<file path="config.mk">
export PLATFORM = sky130hd
export DESIGN_NAME = hazard_stall_unit
export DESIGN_NICKNAME = d
export VERILOG_FILES = /design/src/rtl/hazard_stall_unit.sv
export SDC_FILE = /design/constraint.sdc
export NUM_CORES = 1
export LEC_CHECK = 0
export BUFFER_PORTS_ARGS = -buffer_cell sky130_fd_sc_hd__buf_2
export CORE_MARGIN = 2
export CORE_UTILIZATION = 40
export CTS_BUF_LIST = sky130_fd_sc_hd__clkbuf_8
export CTS_CLUSTER_DIAMETER = 30
export DETAILED_ROUTE_END_ITERATION = 10
export PLACE_DENSITY = 0.75
export SLEW_MARGIN = 20
export SYNTH_ARGS = -nofsm -noshare
export SYNTH_HDL_FRONTEND = slang
export SYNTH_SLANG_ARGS = --single-unit
</file>
<file path="constraint.sdc">
create_clock -name clk -period 1.9 [get_ports clk]
set_clock_uncertainty 0.05 [all_clocks]
set_input_delay 0.095 -clock clk [delete_from_list [all_inputs] [get_ports clk]]
set_output_delay 0.095 -clock clk [all_outputs]
set_load 0.005 [all_outputs]
</file>
<file path="src/rtl/hazard_stall_unit.sv">
// Load-use hazard detection, branch flush and data-memory freeze control
// for the 5-stage pipeline; drives stage-register enables and flushes.
module hazard_stall_unit #(
    parameter int LOAD_STALL_CYCLES = 2,
    parameter int MEM_TIMEOUT       = 255
) (
    input  logic        clk,
    input  logic        rst_n,
    input  logic [3:0]  ifid_rs,
    input  logic [3:0]  ifid_rt,
    input  logic [3:0]  ifid_rd,
    input  logic        ifid_uses_rs,
    input  logic        ifid_uses_rt,
    input  logic        ifid_is_store,
    input  logic [3:0]  idex_rf_waddr,
    input  logic        idex_rf_wen,
    input  logic        idex_mem2reg,
    input  logic        branch_taken_exmem,
    input  logic        dmem_busy,
    output logic        pc_wen,
    output logic        ifid_wen,
    output logic        ifid_flush,
    output logic        idex_bubble,
    output logic        exmem_flush,
    output logic        pipe_freeze,
    output logic        stall_active,
    output logic [15:0] load_stall_count,
    output logic        mem_timeout_err
);

    // state   | meaning
    // RUN     | normal flow, load-use compare active
    // LDSTALL | remaining load-use stall cycles counted by scnt
    // MEMWAIT | pipeline frozen on dmem_busy; ret_state resumes afterwards
    typedef enum logic [1:0] {RUN, LDSTALL, MEMWAIT} state_t;

    state_t      state, state_n, ret_state, ret_state_n, eff_state;
    logic [3:0]  scnt, scnt_n;
    logic [15:0] busy_cnt;
    logic        hazard;
    logic        pc_wen_c, ifid_wen_c, ifid_flush_c, idex_bubble_c;
    logic        exmem_flush_c, pipe_freeze_c, stall_c;

    assign hazard = idex_mem2reg & idex_rf_wen & (idex_rf_waddr != 4'd0) &
                    ((ifid_uses_rs  & (idex_rf_waddr == ifid_rs)) |
                     (ifid_uses_rt  & (idex_rf_waddr == ifid_rt)) |
                     (ifid_is_store & (idex_rf_waddr == ifid_rd)));

    // Leaving MEMWAIT behaves exactly like the state that was frozen.
    assign eff_state = (state == MEMWAIT) ? ret_state : state;

    always_comb begin
        state_n       = state;
        ret_state_n   = ret_state;
        scnt_n        = scnt;
        pc_wen_c      = 1'b0;
        ifid_wen_c    = 1'b0;
        ifid_flush_c  = 1'b0;
        idex_bubble_c = 1'b0;
        exmem_flush_c = 1'b0;
        pipe_freeze_c = 1'b0;
        stall_c       = 1'b0;
        if (dmem_busy) begin
            pipe_freeze_c = 1'b1;
            state_n       = MEMWAIT;
            if (state != MEMWAIT)
                ret_state_n = state;
        end else if (branch_taken_exmem) begin
            pc_wen_c      = 1'b1;
            ifid_wen_c    = 1'b1;
            ifid_flush_c  = 1'b1;
            idex_bubble_c = 1'b1;
            exmem_flush_c = 1'b1;
            state_n       = RUN;
            scnt_n        = 4'd0;
        end else if (eff_state == LDSTALL) begin
            idex_bubble_c = 1'b1;
            stall_c       = 1'b1;
            scnt_n        = scnt - 4'd1;
            state_n       = (scnt == 4'd1) ? RUN : LDSTALL;
        end else if (hazard) begin
            idex_bubble_c = 1'b1;
            stall_c       = 1'b1;
            if (LOAD_STALL_CYCLES > 1) begin
                state_n = LDSTALL;
                scnt_n  = 4'(LOAD_STALL_CYCLES - 1);
            end else begin
                state_n = RUN;
            end
        end else begin
            pc_wen_c   = 1'b1;
            ifid_wen_c = 1'b1;
            state_n    = RUN;
        end
    end

    always_ff @(posedge clk or negedge rst_n) begin
        if (!rst_n) begin
            state     <= RUN;
            ret_state <= RUN;
            scnt      <= 4'd0;
        end else begin
            state     <= state_n;
            ret_state <= ret_state_n;
            scnt      <= scnt_n;
        end
    end

    always_ff @(posedge clk or negedge rst_n) begin
        if (!rst_n) begin
            busy_cnt         <= 16'd0;
            mem_timeout_err  <= 1'b0;
            load_stall_count <= 16'd0;
        end else begin
            if (!dmem_busy)
                busy_cnt <= 16'd0;
            else if (busy_cnt != 16'(MEM_TIMEOUT))
                busy_cnt <= busy_cnt + 16'd1;
            if (dmem_busy && (busy_cnt >= 16'(MEM_TIMEOUT - 1)))
                mem_timeout_err <= 1'b1;
            if (stall_c && (load_stall_count != 16'hFFFF))
                load_stall_count <= load_stall_count + 16'd1;
        end
    end

    // Control outputs are held low for the whole reset pulse.
    assign pc_wen       = rst_n & pc_wen_c;
    assign ifid_wen     = rst_n & ifid_wen_c;
    assign ifid_flush   = rst_n & ifid_flush_c;
    assign idex_bubble  = rst_n & idex_bubble_c;
    assign exmem_flush  = rst_n & exmem_flush_c;
    assign pipe_freeze  = rst_n & pipe_freeze_c;
    assign stall_active = rst_n & stall_c;

endmodule

</file>
==> results.json, run 1 <==
{
  "fin_setup_tns_ps": -1860,
  "hold_path_depth": 3,
  "max-cap-violations": 0,
  "period_minus_slack_ps": 2109,
  "p_sw_mw": 0.5519,
  "yosysSeqAreaShare_pct": 44.02,
  "setup_viol": 24,
  "nNetsFinal": 370,
  "initial_core_util_pct": 41.82,
  "cts_buffers": 5,
  "outcome": "finished, violations left",
  "setup_slack_ps": -209.1,
  "antenna_cells": 0,
  "grt_max_degree": 35,
  "port_buffers": 48,
  "crit_required_ps": 1750,
  "yosysTopAreaCell": "dfrtp_1",
  "wl_per_cell_um": 14.28,
  "numClockSinks": 41,
  "violations": "setup timing",
  "antenna_left": 0,
  "drc_errors": 0,
  "p_int_mw": 1.497,
  "cts.htree.levels": 2,
  "path_class": "reg2out",
  "dieArea_um2": 6454,
  "ys.flop_type": "dfrtp_1",
  "first_global_vias": 2099,
  "syn_nets": 269,
  "routed_wirelength_mm": 5.883,
  "die_h_um": 80.34,
  "synthesis.area_um2": 2331,
  "period_share_pct": 111.0,
  "cp-start-kind": "flip-flop",
  "clkTransAtPathRegs_ps": 80,
  "cts_tree": "built",
  "p_leak_nw": 1.836,
  "cpMaxStageDelayCell": "dfrtp_1",
  "pwr-share-clk_pct": 34.0,
  "place_area_um2": 2957,
  "synth_cell_types": 43,
  "crit_path_cell_trace": "nor4bb_4 > a21oi_4 > o21ai_2 > buf_4 > inv_2 > buf_6 > nor2_4 > and3_4 > buf_6",
  "dieWidth_um": 80.34,
  "rows": 27,
  "clock.fmax_mhz": 474.1,
  "critPathMostFrequentCell": "buf_6",
  "reg2reg_from": "busy_cnt[11]$_DFFE_PN0P_",
  "crit_path_end_kind": "output port",
  "rsz0062_at_grt": "true",
  "finalHoldViolations": 0,
  "clk_path_buf_depth": 2,
  "drtPass1Iterations": 4,
  "drtIter0Drc": 52,
  "routabilityCongestion": 0.8296,
  "slew_headroom_pct": 66.54,
  "async_flop_share_pct": 100.0,
  "worst_pin_slew_ps": 497.3,
  "gr-total-overflow": 0,
  "syn_area_per_cell_um2": 9.753,
  "critPathMaxStageDelay_ps": 420,
  "final_cell_mix": "buf_2 (47), buf_4 (45), dfrtp_1 (41)",
  "clk_latency_ps": 300,
  "drv_slew": 0,
  "grtUsageTotal_pct": 18.30,
  "vdd_ir_drop_max_uv": 489.7,
  "worstPathArrival_ps": 1960,
  "final_area_um2": 3472,
  "r2r-end": "busy_cnt[3]$_DFFE_PN0P_",
  "drive_gt1_share_pct": 45.88,
  "r2r_slack_ps": -170,
  "vias_per_cell": 5.194,
  "cp_max_fo": 3,
  "hpwlAfterDp_mm": 3.910,
  "ios": 49,
  "synth_top_area_share_pct": 44.02,
  "netlist_top_cells_area": "dfrtp_1 (44%), xor2_1 (9.8%), xnor2_1 (4.9%)",
  "synth_edf_count": 0,
  "final_common_cell": "buf_2",
  "ys_ff_latch": 41,
  "hold_path.class": "in2reg",
  "antenna_found_initial": 0,
  "yosys_warnings": 0,
  "clockRootBuffer": "clkbuf_8",
  "worstHoldStart": "branch_taken_exmem",
  "grt_pass1_wl_mm": 9.335,
  "syn_inst": 239,
  "core_um2": 5574,
  "combPwrFrac_pct": 19.5,
  "power_frac_seq_pct": 46.5,
  "worstRegToRegCells": 6,
  "area_delta_synth_final_pct": 48.95,
  "power_density_nw_per_um2": 590.0,
  "vias": 2140,
  "p_sw_share_pct": 26.94,
  "hold_path_end": "state[0]$_DFF_PN0_"
}
-- cell type report --
type	count	area, µm²
fill	434	2102
multi-input combinational	183	1521
sequential	41	1026
timing repair buffer	103	708.2
tap	72	90.09
clock buffer	5	68.82
clock inverter	2	35.03
inverter	6	22.52
-- flip-flops by register name, indices dropped and copies added (netlist names) --
register	flops
busy_cnt	16
scnt	4
state	2
ret_state	2
load_stall_count	16
mem_timeout_err	1
-- power by group through the flow --
stage	clock, mW	sequential [mW]	combinational [mW]
2_1_floorplan	0	0.964	0.139
3_3_place_gp	0	0.958	0.301
3_5_place_dp	0	0.961	0.311
4_1_cts	0.710	0.950	0.350
5_1_grt	0.740	0.960	0.437
6_report	0.696	0.953	0.399
-- worst max-delay path by stage --
stage / from / end / slack (ps) / depth (start not counted)
after floorplan: busy_cnt[15]$_DFFE_PN0P_ / busy_cnt[5]$_DFFE_PN0P_ / -190 / 7
after global placement: busy_cnt[15]$_DFFE_PN0P_ / busy_cnt[5]$_DFFE_PN0P_ / -110 / 6
after detailed placement: busy_cnt[15]$_DFFE_PN0P_ / busy_cnt[5]$_DFFE_PN0P_ / -130 / 6
after CTS: busy_cnt[8]$_DFFE_PN0P_ / busy_cnt[5]$_DFFE_PN0P_ / -140 / 6
after global routing: state[0]$_DFF_PN0_ / stall_active / -290 / 9
final: state[0]$_DFF_PN0_ / stall_active / -210 / 9
-- per-layer routing --
layer | global-route usage, % | wire [µm]
met5 | 0 | 0
met4 | 5.763 | 97
met3 | 3.371 | 264
met2 | 30.83 | 2967
met1 | 23.78 | 2554
-- repair_timing --
| action | in CTS | in global routing |
|---|---|---|
| hold buffers | 1 | 0 |
| pin swaps | 19 | 25 |
| buffers inserted | 4 | 10 |
| endpoints found under the setup margin | 25 | 33 |
| resized for setup | 36 | 29 |
| endpoints found under the hold margin | 9 | 0 |
-- worst max-delay path, delay by kind of cell (launching register included) --
kind | cells | cell delay (ps)
buffers and inverters | 4 | 390
AO/OA/AOI/OAI | 2 | 170
AND/OR/NAND/NOR | 3 | 680
flip-flops | 1 | 420
-- synth_stat cells (all sizes together) (2+ instances only) --
master,count
o21ai,6
nor2,14
a21oi,7
inv,6
nor2b,3
xnor2,13
buf,5
clkbuf,4
nor3b,2
o211a,2
nor4,9
nor3,12
and2,16
o41ai,2
a21boi,2
nand2,25
nand4,6
mux2,2
nand3,8
xor2,26
ha,5
dfrtp,41
or2,3
and3,4
or4,3
nor4b,4
-- cells by family after synthesis --
family / share of synthesized area (%)
AND/OR/NAND/NOR: 27.48
flip-flops: 44.01
XOR/XNOR: 14.65
AO/OA/AOI/OAI: 7.032
buffers and inverters: 3.166
adder cells (fa/ha/maj): 2.684
multiplexers: 0.9661
-- per-stage QoR --
step	instances	setup WS [ps]	hold slack (ps)	util, %	total power [mW]
detailed placement	392	-133.2	-62.19	53.04	1.272
global placement	392	-109.8	-59.64	53.04	1.259
finish	412	-209.1	96.10	62.29	2.048
global route	412	-294.1	102.6	62.29	2.137
CTS	403	-142.8	76.93	58.99	2.010
floorplan	239	-187.3	-250.6	-	1.102
Note: power is estimated with default switching activity, not from simulation.
==> inputs of run 2 (changes only) <==
--- a/config.mk
+++ b/config.mk
@@ -6,7 +6,6 @@
 export NUM_CORES = 1
 export LEC_CHECK = 0
 export BUFFER_PORTS_ARGS = -buffer_cell sky130_fd_sc_hd__buf_2
-export CORE_MARGIN = 2
 export CORE_UTILIZATION = 40
 export CTS_BUF_LIST = sky130_fd_sc_hd__clkbuf_8
 export CTS_CLUSTER_DIAMETER = 30
==> run 2 against run 1 <==
Effect of this change: the flow still finishes with violations (setup timing); global-route usage increased by 1.9 points; power increased by 9.5%; fmax decreased by 0.95%; wire length increased by 14%; sequential power about the same; largest cell class unchanged.
==> results.json, run 2 (synthesis gave the netlist of run 1 again) <==
{
  "outcome": "finished, violations left",
  "violations": "setup timing",
  "setup_viol": 27,
  "clock.fmax_mhz": 469.6,
  "setup_slack_ps": -229.4,
  "final_area_um2": 3597,
  "combPwrFrac_pct": 18.9,
  "pwr-share-clk_pct": 38.5,
  "ios": 49,
  "crit_required_ps": 2050,
  "vdd_ir_drop_max_uv": 560.0,
  "max-cap-violations": 0,
  "p_sw_mw": 0.5910,
  "final_common_cell": "buf_2",
  "crit_path_cell_trace": "nor4bb_4 > a21oi_4 > buf_4 > buf_6 > nor4_4 > a21oi_1 > o211a_1 > a221o_1",
  "critPathMaxStageDelay_ps": 430,
  "place_inst": 389,
  "antenna_found_initial": 0,
  "stdcell_count": 411,
  "gr-total-overflow": 0,
  "routed_wirelength_mm": 6.694,
  "p_total_mw": 2.243,
  "clk_latency_ps": 300,
  "hpwlAfterDp_mm": 3.686,
  "drc_errors": 0,
  "rsz0062_at_grt": "true",
  "cp-start-kind": "flip-flop",
  "cp_max_fo": 7,
  "period_share_pct": 112.1,
  "p_int_mw": 1.652,
  "hold_path.class": "in2reg",
  "drtPass1Iterations": 4,
  "final_cell_mix": "buf_2 (47), dfrtp_1 (38), buf_4 (36)",
  "reg_top3": "busy_cnt (16), load_stall_count (16), scnt (4)",
  "crit_path_end_kind": "flip-flop",
  "nNetsFinal": 368,
  "power_density_nw_per_um2": 623.6,
  "worst_pin_slew_ps": 523.9,
  "rows": 27,
  "grt_pass1_wl_mm": 9.646,
  "wl_per_cell_um": 16.29,
  "cpLargestDelayFamily": "compound AO/OA/AOI/OAI gates",
  "initial_core_util_pct": 41.82,
  "grt_max_degree": 44,
  "antenna_left": 0,
  "finalHoldViolations": 0,
  "fin_util_pct": 64.53,
  "cts_tree": "built",
  "dieWidth_um": 78.34,
  "drive_gt1_share_pct": 47.20,
  "slew_headroom_pct": 65.08,
  "cpMaxStageDelayCell": "dfrtp_1",
  "p_sw_share_pct": 26.35,
  "die_h_um": 78.34,
  "place_area_um2": 2934,
  "vias_per_cell": 5.448,
  "path_class": "reg2reg",
  "numClockSinks": 41,
  "power_frac_seq_pct": 42.6,
  "port_buffers": 48,
  "cts_buffers": 5,
  "cp.buffers_inverters": 2,
  "clockRootBuffer": "clkbuf_8",
  "grtUsageTotal_pct": 20.24,
  "clkTransAtPathRegs_ps": 90,
  "drv_slew": 0,
  "clk_path_buf_depth": 2,
  "drtIter0Drc": 89,
  "vias": 2239,
  "period_minus_slack_ps": 2129,
  "routabilityCongestion": 0.7833,
  "dieArea_um2": 6136,
  "worstPathArrival_ps": 2270,
  "area_delta_synth_final_pct": 54.32,
  "cts.htree.levels": 2,
  "fin_setup_tns_ps": -2582,
  "first_global_vias": 2142,
  "p_leak_nw": 1.872,
  "core_um2": 5574,
  "antenna_cells": 0
}
run 2: cell type report:
class | count | area [µm²]
clock inverter | 3 | 68.82
timing repair buffer | 101 | 757.0
sequential | 41 | 1030
inverter | 6 | 22.52
fill | 390 | 1977
multi-input combinational | 183 | 1560
tap | 72 | 90.09
clock buffer | 5 | 68.82
run 2: worst paths after layout:
| path | startpoint | cells after the start | endpoint | slack (ps) |
|---|---|---|---|---|
| setup / recovery | state[0]$_DFF_PN0_ | 8 | scnt[3]$_DFFE_PN0P_ | -230 |
| hold / removal | branch_taken_exmem | 2 | state[0]$_DFF_PN0_ | 50 |
| setup reg to reg | state[0]$_DFF_PN0_ | 8 | scnt[3]$_DFFE_PN0P_ | -230 |
| hold reg to reg | mem_timeout_err$_DFFE_PN0P_ | 1 | mem_timeout_err$_DFFE_PN0P_ | 400 |
| max in group asynchronous | rst_n | 3 | busy_cnt[2]$_DFFE_PN0P_ | 1070 |
| min in group asynchronous | rst_n | 3 | state[0]$_DFF_PN0_ | 350 |
run 2: power by group through the flow:
stage,registers (mW),logic [mW],clock network [mW]
after floorplan,0.964,0.139,0
after global placement,0.959,0.296,0
after detailed placement,0.961,0.304,0
after CTS,0.950,0.372,0.876
after global routing,0.959,0.456,0.898
final,0.955,0.424,0.864
run 2: routing by layer:
layer | routed length (µm) | up-vias | track usage, % | part of all wire (%)
met5 | 0 | - | 0 | 0
met4 | 177 | 0 | 9.630 | 2.6
met3 | 358 | 22 | 3.837 | 5.3
met2 | 3453 | 97 | 34.91 | 52
met1 | 2705 | 1094 | 24.20 | 40
li1 | - | 1026 | - | -
run 2: per-stage QoR:
step / setup WS (ps) / hold WS [ps]
finish: -229.4 / 48.57
global route: -288.0 / 67.60
CTS: -147.2 / 40.81
detailed placement: -144.3 / 156.0
global placement: -111.5 / 155.3
floorplan: -187.3 / -250.6
run 2: repair_timing:
action                     4_1_cts  5_1_grt
gates cloned                     1        0
pin swaps                       24       28
setup endpoints to repair       24       31
setup buffers                    6        8
resized for setup               46       35
hold endpoints to repair        41        0
hold buffers                     1        0
==> inputs of run 3 (changes only) <==
--- a/config.mk
+++ b/config.mk
@@ -11,6 +11,7 @@
 export CTS_CLUSTER_DIAMETER = 30
 export DETAILED_ROUTE_END_ITERATION = 10
 export PLACE_DENSITY = 0.75
+export SKIP_CTS_REPAIR_TIMING = 1
 export SLEW_MARGIN = 20
 export SYNTH_ARGS = -nofsm -noshare
 export SYNTH_HDL_FRONTEND = slang
==> run 3 against run 2 <==
Effect of this change: the run still ends with setup timing left; wire length down 0.88%; register-to-register slack better by 50 ps; sequential share of layout area up 0.31 points; setup slack better by 49 ps; critical endpoint is now load_stall_count[12]$_DFFE_PN0P_; sequential cell count unchanged; largest power group unchanged; largest cell class unchanged; final area down 1.2%; fmax up 2.3%; via count down 0.80%; non-clock buffer count unchanged; sequential power about the same; global-route usage down 2.4 points; final cell count unchanged.
==> results.json, run 3 (synthesis gave the netlist of run 1 again) <==
{
  "outcome": "finished, violations left",
  "violations": "setup timing",
  "cp.depth": 8,
  "grt_max_degree": 44,
  "antenna_found_initial": 0,
  "worstPathArrival_ps": 2230,
  "reg2reg_from": "ret_state[1]$_DFFE_PN0P_",
  "dieArea_um2": 6136,
  "drive_gt1_share_pct": 45.43,
  "drv_slew": 0,
  "hold_path_depth": 2,
  "final_common_cell": "buf_2",
  "clockRootBuffer": "clkbuf_8",
  "r2r_slack_ps": -180,
  "hold_path_end": "state[0]$_DFF_PN0_",
  "final_area_um2": 3555,
  "crit_path_cell_trace": "nor4bb_4 > a21oi_4 > o21ai_4 > buf_6 > buf_6 > nand4_1 > nor4_2 > mux2_2",
  "hpwlAfterDp_mm": 3.686,
  "wl_per_cell_um": 16.14,
  "critPathMostFrequentCell": "buf_6",
  "gr-total-overflow": 0,
  "stdcell_count": 411,
  "cts_tree": "built",
  "clk_path_buf_depth": 2,
  "rsz0062_at_grt": "true",
  "grtUsageTotal_pct": 17.80,
  "r2r-end": "load_stall_count[12]$_DFFE_PN0P_",
  "antenna_cells": 0,
  "finalHoldViolations": 0,
  "hold_path.class": "in2reg",
  "reg_top3": "busy_cnt (16), load_stall_count (16), scnt (4)",
  "nNetsFinal": 368,
  "routed_wirelength_mm": 6.635,
  "place_inst": 389,
  "core_um2": 5574,
  "cpMaxStageDelayCell": "dfrtp_1",
  "rows": 27,
  "slew_headroom_pct": 59.18,
  "port_buffers": 48,
  "worstRegToRegCells": 8,
  "cts_buffers": 5,
  "cpLargestDelayFamily": "simple AND/OR/NAND/NOR gates",
  "cp.buffers_inverters": 2,
  "worstHoldStart": "branch_taken_exmem",
  "setup_viol": 27,
  "clock.fmax_mhz": 480.6,
  "drtIter0Drc": 95,
  "final_cell_mix": "buf_2 (47), dfrtp_1 (39), buf_4 (38)",
  "p_leak_nw": 1.897,
  "critPathMaxStageDelay_ps": 420,
  "area_delta_synth_final_pct": 52.50,
  "clk_latency_ps": 310,
  "fillers": 411,
  "clkTransAtPathRegs_ps": 100,
  "max-cap-violations": 0,
  "cts.htree.levels": 2,
  "period_share_pct": 109.5,
  "crit_required_ps": 2050,
  "antenna_left": 0,
  "place_area_um2": 2934,
  "cp-start-kind": "flip-flop",
  "crit_path_end_kind": "flip-flop",
  "initial_core_util_pct": 41.82,
  "die_h_um": 78.34,
  "ios": 49,
  "drc_errors": 0,
  "dieWidth_um": 78.34,
  "path_class": "reg2reg",
  "worst_pin_slew_ps": 606.7,
  "vias": 2221,
  "period_minus_slack_ps": 2081,
  "power_density_nw_per_um2": 631.5,
  "drtPass1Iterations": 4,
  "first_global_vias": 2032,
  "vias_per_cell": 5.404,
  "grt_pass1_wl_mm": 8.576,
  "setup_slack_ps": -180.7,
  "vdd_ir_drop_max_uv": 584.5,
  "cp_max_fo": 3,
  "routabilityCongestion": 0.7833,
  "numClockSinks": 41
}
## run 3: final cells by class
class / instances / area, µm² / share of cell area, %
Clock buffer: 5 / 68.82 / 1.936
Timing Repair Buffer: 101 / 738.2 / 20.77
Multi-Input combinational cell: 183 / 1538 / 43.26
Clock inverter: 3 / 68.82 / 1.936
Tap cell: 72 / 90.09 / 2.534
Inverter: 6 / 22.52 / 0.6336
Sequential cell: 41 / 1028 / 28.93
## run 3: worst register-to-register path: cells and delay by family (launching register included)
| kind | cells | cell delay, ps |
|---|---|---|
| compound gates | 2 | 200 |
| buf+inv | 2 | 230 |
| flops | 1 | 420 |
| mux | 1 | 380 |
| simple gates | 3 | 700 |
## run 3: power by group
part | switching [mW] | total [mW] | leakage [nW] | internal, mW
sequential | 0.0434 | 0.955 | 0.560 | 0.911
combinational | 0.209 | 0.417 | 1.27 | 0.208
clock | 0.344 | 0.873 | 0.0687 | 0.529
## run 3: how the worst max path moves through the flow
stage,startpoint,to
floorplan,busy_cnt[15]$_DFFE_PN0P_,busy_cnt[5]$_DFFE_PN0P_
global placement,busy_cnt[15]$_DFFE_PN0P_,busy_cnt[5]$_DFFE_PN0P_
detailed placement,busy_cnt[15]$_DFFE_PN0P_,busy_cnt[5]$_DFFE_PN0P_
CTS,ret_state[1]$_DFFE_PN0P_,idex_bubble
global route,ret_state[1]$_DFFE_PN0P_,load_stall_count[12]$_DFFE_PN0P_
finish,ret_state[1]$_DFFE_PN0P_,load_stall_count[12]$_DFFE_PN0P_
## run 3: stage by stage
| stage | setup TNS (ps) | power, mW | setup WS [ps] | hold slack (ps) | utilization, % |
|---|---|---|---|---|---|
| 2_1_floorplan | -765.5 | 1.102 | -187.3 | -250.6 | - |
| 3_3_place_gp | -470.7 | 1.254 | -111.5 | 155.3 | 52.64 |
| 3_5_place_dp | -1111 | 1.265 | -144.3 | 156.0 | 52.64 |
| 4_1_cts | -2381 | 2.126 | -373.8 | -174.5 | 55.11 |
| 5_1_grt | -4452 | 2.315 | -272.0 | 72.61 | 63.77 |
| 6_report | -2283 | 2.245 | -180.7 | 52.79 | 63.77 |
## run 3: per-layer routing
metal | vias up | track usage [%] | wire length, µm
met4 | 0 | 7.222 | 103
met3 | 12 | 5.349 | 349
met2 | 89 | 29.47 | 3423
li1 | 1026 | - | -
met1 | 1094 | 21.56 | 2759
met5 | - | 0 | 0
